File: src/rtl/breakout_pkg.sv
// Shared Breakout constants: screen geometry, paddle size, FSM states, direction codes.
// Latency: none (types and constants only).
// Backpressure: none.
package breakout_pkg;

  localparam int H_RES = 640;
  localparam int V_RES = 480;
  localparam int W_BAR = 64;
  localparam int H_BAR = 8;
  localparam int BAR_Y = 464;

  typedef enum logic [1:0] {
    SERVE = 2'd0,
    MOVE  = 2'd1,
    LOST  = 2'd2,
    OVER  = 2'd3
  } state_t;

  // One bit per axis: 0 = left/up, 1 = right/down.
  localparam logic DIR_LEFT  = 1'b0;
  localparam logic DIR_RIGHT = 1'b1;
  localparam logic DIR_UP    = 1'b0;
  localparam logic DIR_DOWN  = 1'b1;

endpackage

File: src/rtl/ball_collide.sv
// Next ball position/direction from the current one: wall, paddle reflection and bottom exit.
// Latency: purely combinational.
// Backpressure: none; the caller decides when to commit the result.
module ball_collide
  import breakout_pkg::*;
#(
  parameter int R    = 4,
  parameter int STEP = 4
) (
  input  logic [9:0] i_x,
  input  logic [9:0] i_y,
  input  logic       i_dx,
  input  logic       i_dy,
  input  logic [9:0] i_bar_x,
  input  logic [9:0] i_bar_y,
  output logic [9:0] o_x,
  output logic [9:0] o_y,
  output logic       o_dx,
  output logic       o_dy,
  output logic       o_hit,
  output logic       o_out
);

  // All comparisons are done in 12 bits and rearranged so nothing is subtracted
  // before comparing; that keeps small coordinates from wrapping.
  localparam logic [11:0] C_R     = 12'(R);
  localparam logic [11:0] C_STEP  = 12'(STEP);
  localparam logic [11:0] C_REACH = 12'(W_BAR + R);
  localparam logic [11:0] C_LIFT  = 12'(H_BAR + R);
  localparam logic [11:0] C_XMAX  = 12'(H_RES - R);
  localparam logic [11:0] C_YMAX  = 12'(V_RES - R);

  logic [11:0] w_x;
  logic [11:0] w_y;
  logic [11:0] w_bx;
  logic [11:0] w_by;
  logic        w_top;
  logic        w_pad;

  assign w_x  = {2'b00, i_x};
  assign w_y  = {2'b00, i_y};
  assign w_bx = {2'b00, i_bar_x};
  assign w_by = {2'b00, i_bar_y};

  assign w_top = (i_dy == DIR_UP) && (w_y <= C_R + C_STEP);

  // Paddle catch only on the tick that crosses the paddle top, within reach of its centre.
  assign w_pad = (i_dy == DIR_DOWN)
              && (w_y + C_STEP + C_LIFT >= w_by)
              && (w_y + C_LIFT < w_by + C_STEP)
              && (w_x + C_REACH >= w_bx)
              && (w_x <= w_bx + C_REACH);

  assign o_hit = w_top | w_pad;

  // Horizontal: side walls, then the paddle steers dx by which half was struck.
  always_comb begin
    o_x  = i_x;
    o_dx = i_dx;
    if ((i_dx == DIR_LEFT) && (w_x <= C_R + C_STEP)) begin
      o_x  = 10'(R);
      o_dx = DIR_RIGHT;
    end else if ((i_dx == DIR_RIGHT) && (w_x + C_STEP >= C_XMAX)) begin
      o_x  = 10'(H_RES - R);
      o_dx = DIR_LEFT;
    end else if (i_dx == DIR_RIGHT) begin
      o_x = i_x + 10'(STEP);
    end else begin
      o_x = i_x - 10'(STEP);
    end
    if (w_pad) begin
      if (w_x < w_bx) begin
        o_dx = DIR_LEFT;
      end else if (w_x > w_bx) begin
        o_dx = DIR_RIGHT;
      end
    end
  end

  // Vertical: top wall, paddle beats bottom exit, otherwise a plain step.
  always_comb begin
    o_y   = i_y;
    o_dy  = i_dy;
    o_out = 1'b0;
    if (w_top) begin
      o_y  = 10'(R);
      o_dy = DIR_DOWN;
    end else if (w_pad) begin
      o_y  = i_bar_y - 10'(H_BAR + R);
      o_dy = DIR_UP;
    end else if ((i_dy == DIR_DOWN) && (w_y + C_STEP >= C_YMAX)) begin
      o_out = 1'b1;
    end else if (i_dy == DIR_DOWN) begin
      o_y = i_y + 10'(STEP);
    end else begin
      o_y = i_y - 10'(STEP);
    end
  end

endmodule

File: src/rtl/ball.sv
// Breakout ball: serve on paddle, move on tick, reflect, track lives; area flags scanned pixel.
// Latency: x/y/lives/lost/game_over registered (1 cycle); area combinational.
// Backpressure: none; tick and brick_hit are single-cycle strobes, never stalled.
module ball
  import breakout_pkg::*;
#(
  parameter int R          = 4,
  parameter int STEP       = 4,
  parameter int LIVES      = 3,
  parameter int LOST_TICKS = 32
) (
  input  logic       clock,
  input  logic       reset,
  input  logic       tick,
  input  logic       launch_n,
  input  logic [9:0] bar_x,
  input  logic [9:0] bar_y,
  input  logic       brick_hit,
  input  logic [9:0] next_x,
  input  logic [9:0] next_y,
  output logic [9:0] x,
  output logic [9:0] y,
  output logic       area,
  output logic [1:0] lives,
  output logic       lost,
  output logic       game_over
);

  localparam int CW = $clog2(LOST_TICKS + 1);

  state_t          r_state;
  logic [9:0]      r_x;
  logic [9:0]      r_y;
  logic            r_dx;
  logic            r_dy;
  logic [1:0]      r_lives;
  logic            r_lost;
  logic            r_game_over;
  logic            r_flag;
  logic [CW-1:0]   r_cnt;

  logic [9:0]      w_nx;
  logic [9:0]      w_ny;
  logic            w_ndx;
  logic            w_ndy;
  logic            w_hit;
  logic            w_out;
  logic            w_flag_now;
  logic            w_dy_next;

  ball_collide #(
    .R    (R),
    .STEP (STEP)
  ) u_collide (
    .i_x     (r_x),
    .i_y     (r_y),
    .i_dx    (r_dx),
    .i_dy    (r_dy),
    .i_bar_x (bar_x),
    .i_bar_y (bar_y),
    .o_x     (w_nx),
    .o_y     (w_ny),
    .o_dx    (w_ndx),
    .o_dy    (w_ndy),
    .o_hit   (w_hit),
    .o_out   (w_out)
  );

  // A brick strobe arriving with the tick counts for that tick; a wall/paddle
  // reflection on the same tick wins and the pending brick bounce is dropped.
  assign w_flag_now = r_flag | brick_hit;
  assign w_dy_next  = (w_flag_now && !w_hit) ? ~w_ndy : w_ndy;

  // Serve/move/lost/over sequencing with all ball state and outputs registered.
  always_ff @(posedge clock) begin
    if (reset) begin
      r_state     <= SERVE;
      r_x         <= 10'(H_RES / 2);
      r_y         <= 10'(BAR_Y - H_BAR - R);
      r_dx        <= DIR_RIGHT;
      r_dy        <= DIR_UP;
      r_lives     <= 2'(LIVES);
      r_lost      <= 1'b0;
      r_game_over <= 1'b0;
      r_flag      <= 1'b0;
      r_cnt       <= '0;
    end else begin
      r_lost <= 1'b0;
      case (r_state)
        SERVE: begin
          r_x    <= bar_x;
          r_y    <= bar_y - 10'(H_BAR + R);
          r_flag <= 1'b0;
          if (!launch_n) begin
            r_state <= MOVE;
            r_dx    <= DIR_RIGHT;
            r_dy    <= DIR_UP;
          end
        end
        MOVE: begin
          if (tick) begin
            r_flag <= 1'b0;
            if (w_out) begin
              r_lost  <= 1'b1;
              r_lives <= (r_lives == 2'd0) ? 2'd0 : r_lives - 2'd1;
              r_cnt   <= '0;
              r_state <= LOST;
            end else begin
              r_x  <= w_nx;
              r_y  <= w_ny;
              r_dx <= w_ndx;
              r_dy <= w_dy_next;
            end
          end else if (brick_hit) begin
            r_flag <= 1'b1;
          end
        end
        LOST: begin
          r_flag <= 1'b0;
          if (tick) begin
            if (r_cnt == CW'(LOST_TICKS - 1)) begin
              r_cnt <= '0;
              if (r_lives != 2'd0) begin
                r_state <= SERVE;
              end else begin
                r_state     <= OVER;
                r_game_over <= 1'b1;
              end
            end else begin
              r_cnt <= r_cnt + 1'b1;
            end
          end
        end
        OVER: begin
          r_flag      <= 1'b0;
          r_game_over <= 1'b1;
        end
        default: r_state <= SERVE;
      endcase
    end
  end

  assign x         = r_x;
  assign y         = r_y;
  assign lives     = r_lives;
  assign lost      = r_lost;
  assign game_over = r_game_over;

  // Square ball footprint test against the pixel being scanned (11 bits, no wrap).
  always_comb begin
    area = ({1'b0, next_x} + 11'(R) >= {1'b0, r_x})
        && ({1'b0, next_x} <= {1'b0, r_x} + 11'(R))
        && ({1'b0, next_y} + 11'(R) >= {1'b0, r_y})
        && ({1'b0, next_y} <= {1'b0, r_y} + 11'(R));
  end

endmodule

File: config.mk
export PLATFORM = sky130hd
export DESIGN_NAME = ball
export DESIGN_NICKNAME = d
export VERILOG_FILES = /design/src/rtl/breakout_pkg.sv /design/src/rtl/ball_collide.sv /design/src/rtl/ball.sv
export SDC_FILE = /design/constraint.sdc
export NUM_CORES = 1
export LEC_CHECK = 0
export BUFFER_PORTS_ARGS = -buffer_cell sky130_fd_sc_hd__buf_4
export CORE_AREA = 5 5 105 107
export CTS_CLUSTER_DIAMETER = 100
export DETAILED_ROUTE_END_ITERATION = 8
export DIE_AREA = 0 0 110 112
export PLACE_DENSITY = 0.78
export SLEW_MARGIN = 20
export SYNTH_ARGS = -nofsm -noshare
export SYNTH_HDL_FRONTEND = slang
export SYNTH_SLANG_ARGS = --single-unit
export TNS_END_PERCENT = 10
File: constraint.sdc
create_clock -name clock -period 5.5 [get_ports clock]
set_input_delay 1.1 -clock clock [delete_from_list [all_inputs] [get_ports clock]]
set_output_delay 1.1 -clock clock [all_outputs]
set_load 0.01 [all_outputs]
==> results.md <==
- The flow ran to the end, and the final reports show no timing, DRC or antenna violations.
- Setup slack on the critical path of the routed design comes to 874.7 ps.
- Dividing total power by cell area gives a power density of ~490 mW/mm^2.
- The post-synthesis async set-or-reset flop share is 0%.
- The placement row count is 37.
- The DRC violation count after routing is 0.
- The actual slew at the worst max-slew pin is roughly 850 ps.
- Of the post-synthesis cell area, the dominant cell type holds 24.36%.
- Yosys printed 0 warnings.
- The number of antenna violations at the first check in global routing was 0.
- Once layout is done, the placed cells without fillers occupy about 0.0063 mm^2.
- Traced cell by cell, the critical path runs through inv_1 > ha_1 > inv_1 > a21oi_1 > nor3b_1 > nor2b_1 > xnor2_1 > ha_1 > o21ai_0 > a31oi_1 > o2111ai_2 > a31oi_2 > buf_4 > nor2_1 > a211oi_1.
- The first global-routing pass estimated around 26 mm of wire.
- Setup repair after global routing left no endpoint under its margin.
- The period utilization is between 80% and 90%.
- The via density per instance is roughly 6.1.
- The post-synthesis to final-layout area growth is 12.18%.
- After clock tree synthesis, the clock-pin slew on the worst setup and hold paths is 80 ps.
- After detailed routing, the total wire length is about 16 mm.
- For the finished layout, the period the worst path requires is approximately 4600 ps.
- The horizontal die dimension is around 110 um.
- Timing analysis after detailed placement gives a worst setup slack of slightly below 900 ps.
- The vertical die dimension is roughly 110 um.
- The top-level I/O count is 70.
- The setup TNS after final layout is 0 ps.
- For the worst flop-to-flop path, the logic depth is 15.
- The slowest cell on the critical path is sky130_fd_sc_hd__a31oi_2.
- The mapped cell area is 0.005599 mm^2.
- The congestion estimate from routability-driven global placement came to 0.9705.
- The share of layout cells above drive strength 1 is about an eighth.
- The final global-route overflow total is 0.
- The final cell count without fillers is about 910.
- The hold-critical path depth is 2.
- Based on the critical path, the design can be clocked at up to 0.2162 GHz.
- The repair_antennas step left the layout with diodes totalling 0.
- The area of the core is between 0.01 and 0.015 mm^2.
- The cell type group with the largest total delay on the critical path is compound AO/OA/AOI/OAI gates.
- The headroom to the max-slew limit is between 40% and 50%.
- The count of cell types in the netlist is 75.
- Among all flip-flop cells after synthesis, the most frequent one is sky130_fd_sc_hd__dfxtp_1.
- The clock root buffer master is sky130_fd_sc_hd__clkbuf_8.
- The critical path buffer and inverter count is 3.
- The max-cap violation count is 0.
- At the end of the flow, the number of nets in the layout was about 930.
- The detailed-placement wirelength estimate is 12.70 mm.
- The all-layer global routing usage is ~25%.
- The relative contribution of combinational cells to total power is about three quarters.
- Counting every sink on the clock net gives 35.
- In this run, synthesis inferred 0 flip-flops with an integrated enable.
- The maximum fanout along the worst path is 18.
- Summed over all nets, the switching power comes to about 0.0016 W.
- In this run the static leakage power is about 2.8 nW.
- TritonCTS built the clock tree.
- The internal portion of the total power is roughly 0.0015 W.
- After technology mapping, the gate count stands at just over 700.
- The number of global-route vias before repair is around 5,600.
- The critical setup path kind is reg2reg.
- The switching part of the total power is 52.09%.
- Across all layers, the routed design uses ~5,600 vias.
- The worst setup path is launched from a flop.
- Sequential cells burn a little under a fifth of the power.
- The first detailed-routing pass ran for 5 iterations.
- Entering global routing, the biggest net connects 29 pins.
- The synthesized design spends more area on one cell type than any other, namely sky130_fd_sc_hd__ha_1.
- The required arrival time at the worst endpoint is between 5000 and 6000 ps.
- The number of endpoints with negative hold slack in the final report came to 0.
- Buffers inserted to repair hold after CTS numbered 0.
- The floorplan die area is approximately 0.012 mm^2.
- The peak per-stage delay on the critical path is a little under 800 ps.
- The post-synth net total is between 800 and 900.
- The worst hold slack is roughly 470 ps.
- The number of slew-limit violations in the final report came to 0.
- Across the routed clock network, the largest skew measured is roughly 6.8 ps.
- The post-synthesis sequential element count is 35.
- The worst ir drop on vdd is approximately 0.38 mV.
- Summing the sequential cell areas from Yosys gives between 10% and 20% of the chip area.
- The worst setup path is captured at a flop.
- The clock latency of the later-clocked register in the worst-skew pair is ~290 ps.
- The maximum buffer depth of the clock tree is 2.
- The data arrival at the endpoint of the critical path is about 4800 ps.
- In the synthesized netlist, the cells that appear most often are sky130_fd_sc_hd__ha_1, sky130_fd_sc_hd__xnor2_1, sky130_fd_sc_hd__inv_1.
- Ranked by total cell area, the synthesized netlist is headed by sky130_fd_sc_hd__ha_1, sky130_fd_sc_hd__dfxtp_1, sky130_fd_sc_hd__xnor2_1, sky130_fd_sc_hd__inv_1, sky130_fd_sc_hd__nor2_1.
- The final count of negative-setup-slack endpoints is 0.
- Dividing the detail-routed wire length by the instance count gives ~17 um.
- The detail route stage leaves a number of antenna-violating nets equal to 0.
- The critical path depth is 15.
- The share of total power dissipated in the clock network is under 10%.
- The number of placed instances, taps included, is ~900.
- The most common cell in the synthesized netlist is sky130_fd_sc_hd__ha_1.
- The H-tree was split into 2 levels.
- The count of buffers added on input and output ports is around 70.
- The number of cells upsized or downsized after cts is 0.
- In this run the worst hold path is classified as reg2reg.
- Clock tree synthesis inserted a total of 5 buffers.
- The detailed router finished its first iteration with ~430 violations.
- Summing all placed instances gives a cell area of 0.006163 mm^2.
- The initial core utilization is 55.74%.
- The average cell area after synthesis is 7.734 um^2.
- The number of post-CTS setup repair buffers is 0.
## layout make-up
class	instances	area (um^2)
Multi-Input combinational cell	597	4508
Clock buffer	6	82.58
Fill cell	914	3765
Clock inverter	2	35.03
Tap cell	136	170.2
Timing Repair Buffer	73	548.0
Sequential cell	35	700.7
Inverter	63	236.5
## sequential cells by signal, indices dropped and copies added, names as in the netlist
register and cells:
lost 1, game_over 1, lives 2, x 10
r_dy 1, r_flag 1, r_state 2, y 10
r_dx 1, r_cnt 6
## logic make-up after synthesis
logic type	count (synthesis)	synth area share, %
DFF	35	12.51
xor gates and xnor gates	70	10.95
buffers and inverters	92	7.084
muxes	1	0.1788
adders and majority gates	111	25.07
and+or+nand+nor	217	19.71
AOI/OAI and AO/OA	198	24.49
## placed cells by master, fill, tap and decap left out, types with 16 or more instances in the layout
cell type | Yosys | routed
sky130_fd_sc_hd__nor2_1 | 58 | 58
sky130_fd_sc_hd__a21oi_1 | 40 | 40
sky130_fd_sc_hd__nor3_1 | 16 | 16
sky130_fd_sc_hd__nand3_1 | 36 | 36
sky130_fd_sc_hd__o21ai_0 | 37 | 37
sky130_fd_sc_hd__nand2_1 | 41 | 41
sky130_fd_sc_hd__xnor2_1 | 61 | 61
sky130_fd_sc_hd__ha_1 | 109 | 109
sky130_fd_sc_hd__inv_1 | 60 | 60
sky130_fd_sc_hd__buf_4 | 7 | 73
sky130_fd_sc_hd__dfxtp_1 | 35 | 35
sky130_fd_sc_hd__a21o_1 | 16 | 16
sky130_fd_sc_hd__a211oi_1 | 17 | 17
## tightest hold or removal path, delay by kind of cell (launching register included)
kind,cells,cell delay (ps)
simple gates,1,70
flops,1,330
compound gates,1,40
## power by group through the flow
stage	combinational (W)	clock [W]	sequential, W
6_report	0.00225	0.000246	0.000566
5_1_grt	0.00252	0.000261	0.000577
4_1_cts	0.00223	0.000248	0.000559
3_5_place_dp	0.00222	0	0.000564
3_3_place_gp	0.00215	0	0.000556
2_1_floorplan	0.00171	0	0.000461
## per-layer routing
| metal | GRT usage [%] | up-vias | routed length (um) |
|---|---|---|---|
| li1 | - | 2745 | - |
| met1 | 31.75 | 2628 | 6714 |
| met2 | 45.31 | 194 | 7807 |
| met3 | 2.841 | 29 | 866 |
| met4 | 6.068 | 0 | 303 |
| met5 | 0 | - | 0 |
## worst paths after layout
path	startpoint	end	slack (ps)
max	y[2]	x[5]	870
min	game_over	game_over	470
max reg2reg	y[2]	x[5]	870
min reg2reg	game_over	game_over	470
## stage by stage
stage	utilization, %	total power (W)
after floorplan	-	0.002176
after global placement	61.35	0.002701
after detailed placement	61.35	0.002786
after CTS	62.52	0.003041
after global routing	62.52	0.003358
final	62.52	0.003060
Note: power is estimated with default switching activity, not from simulation.
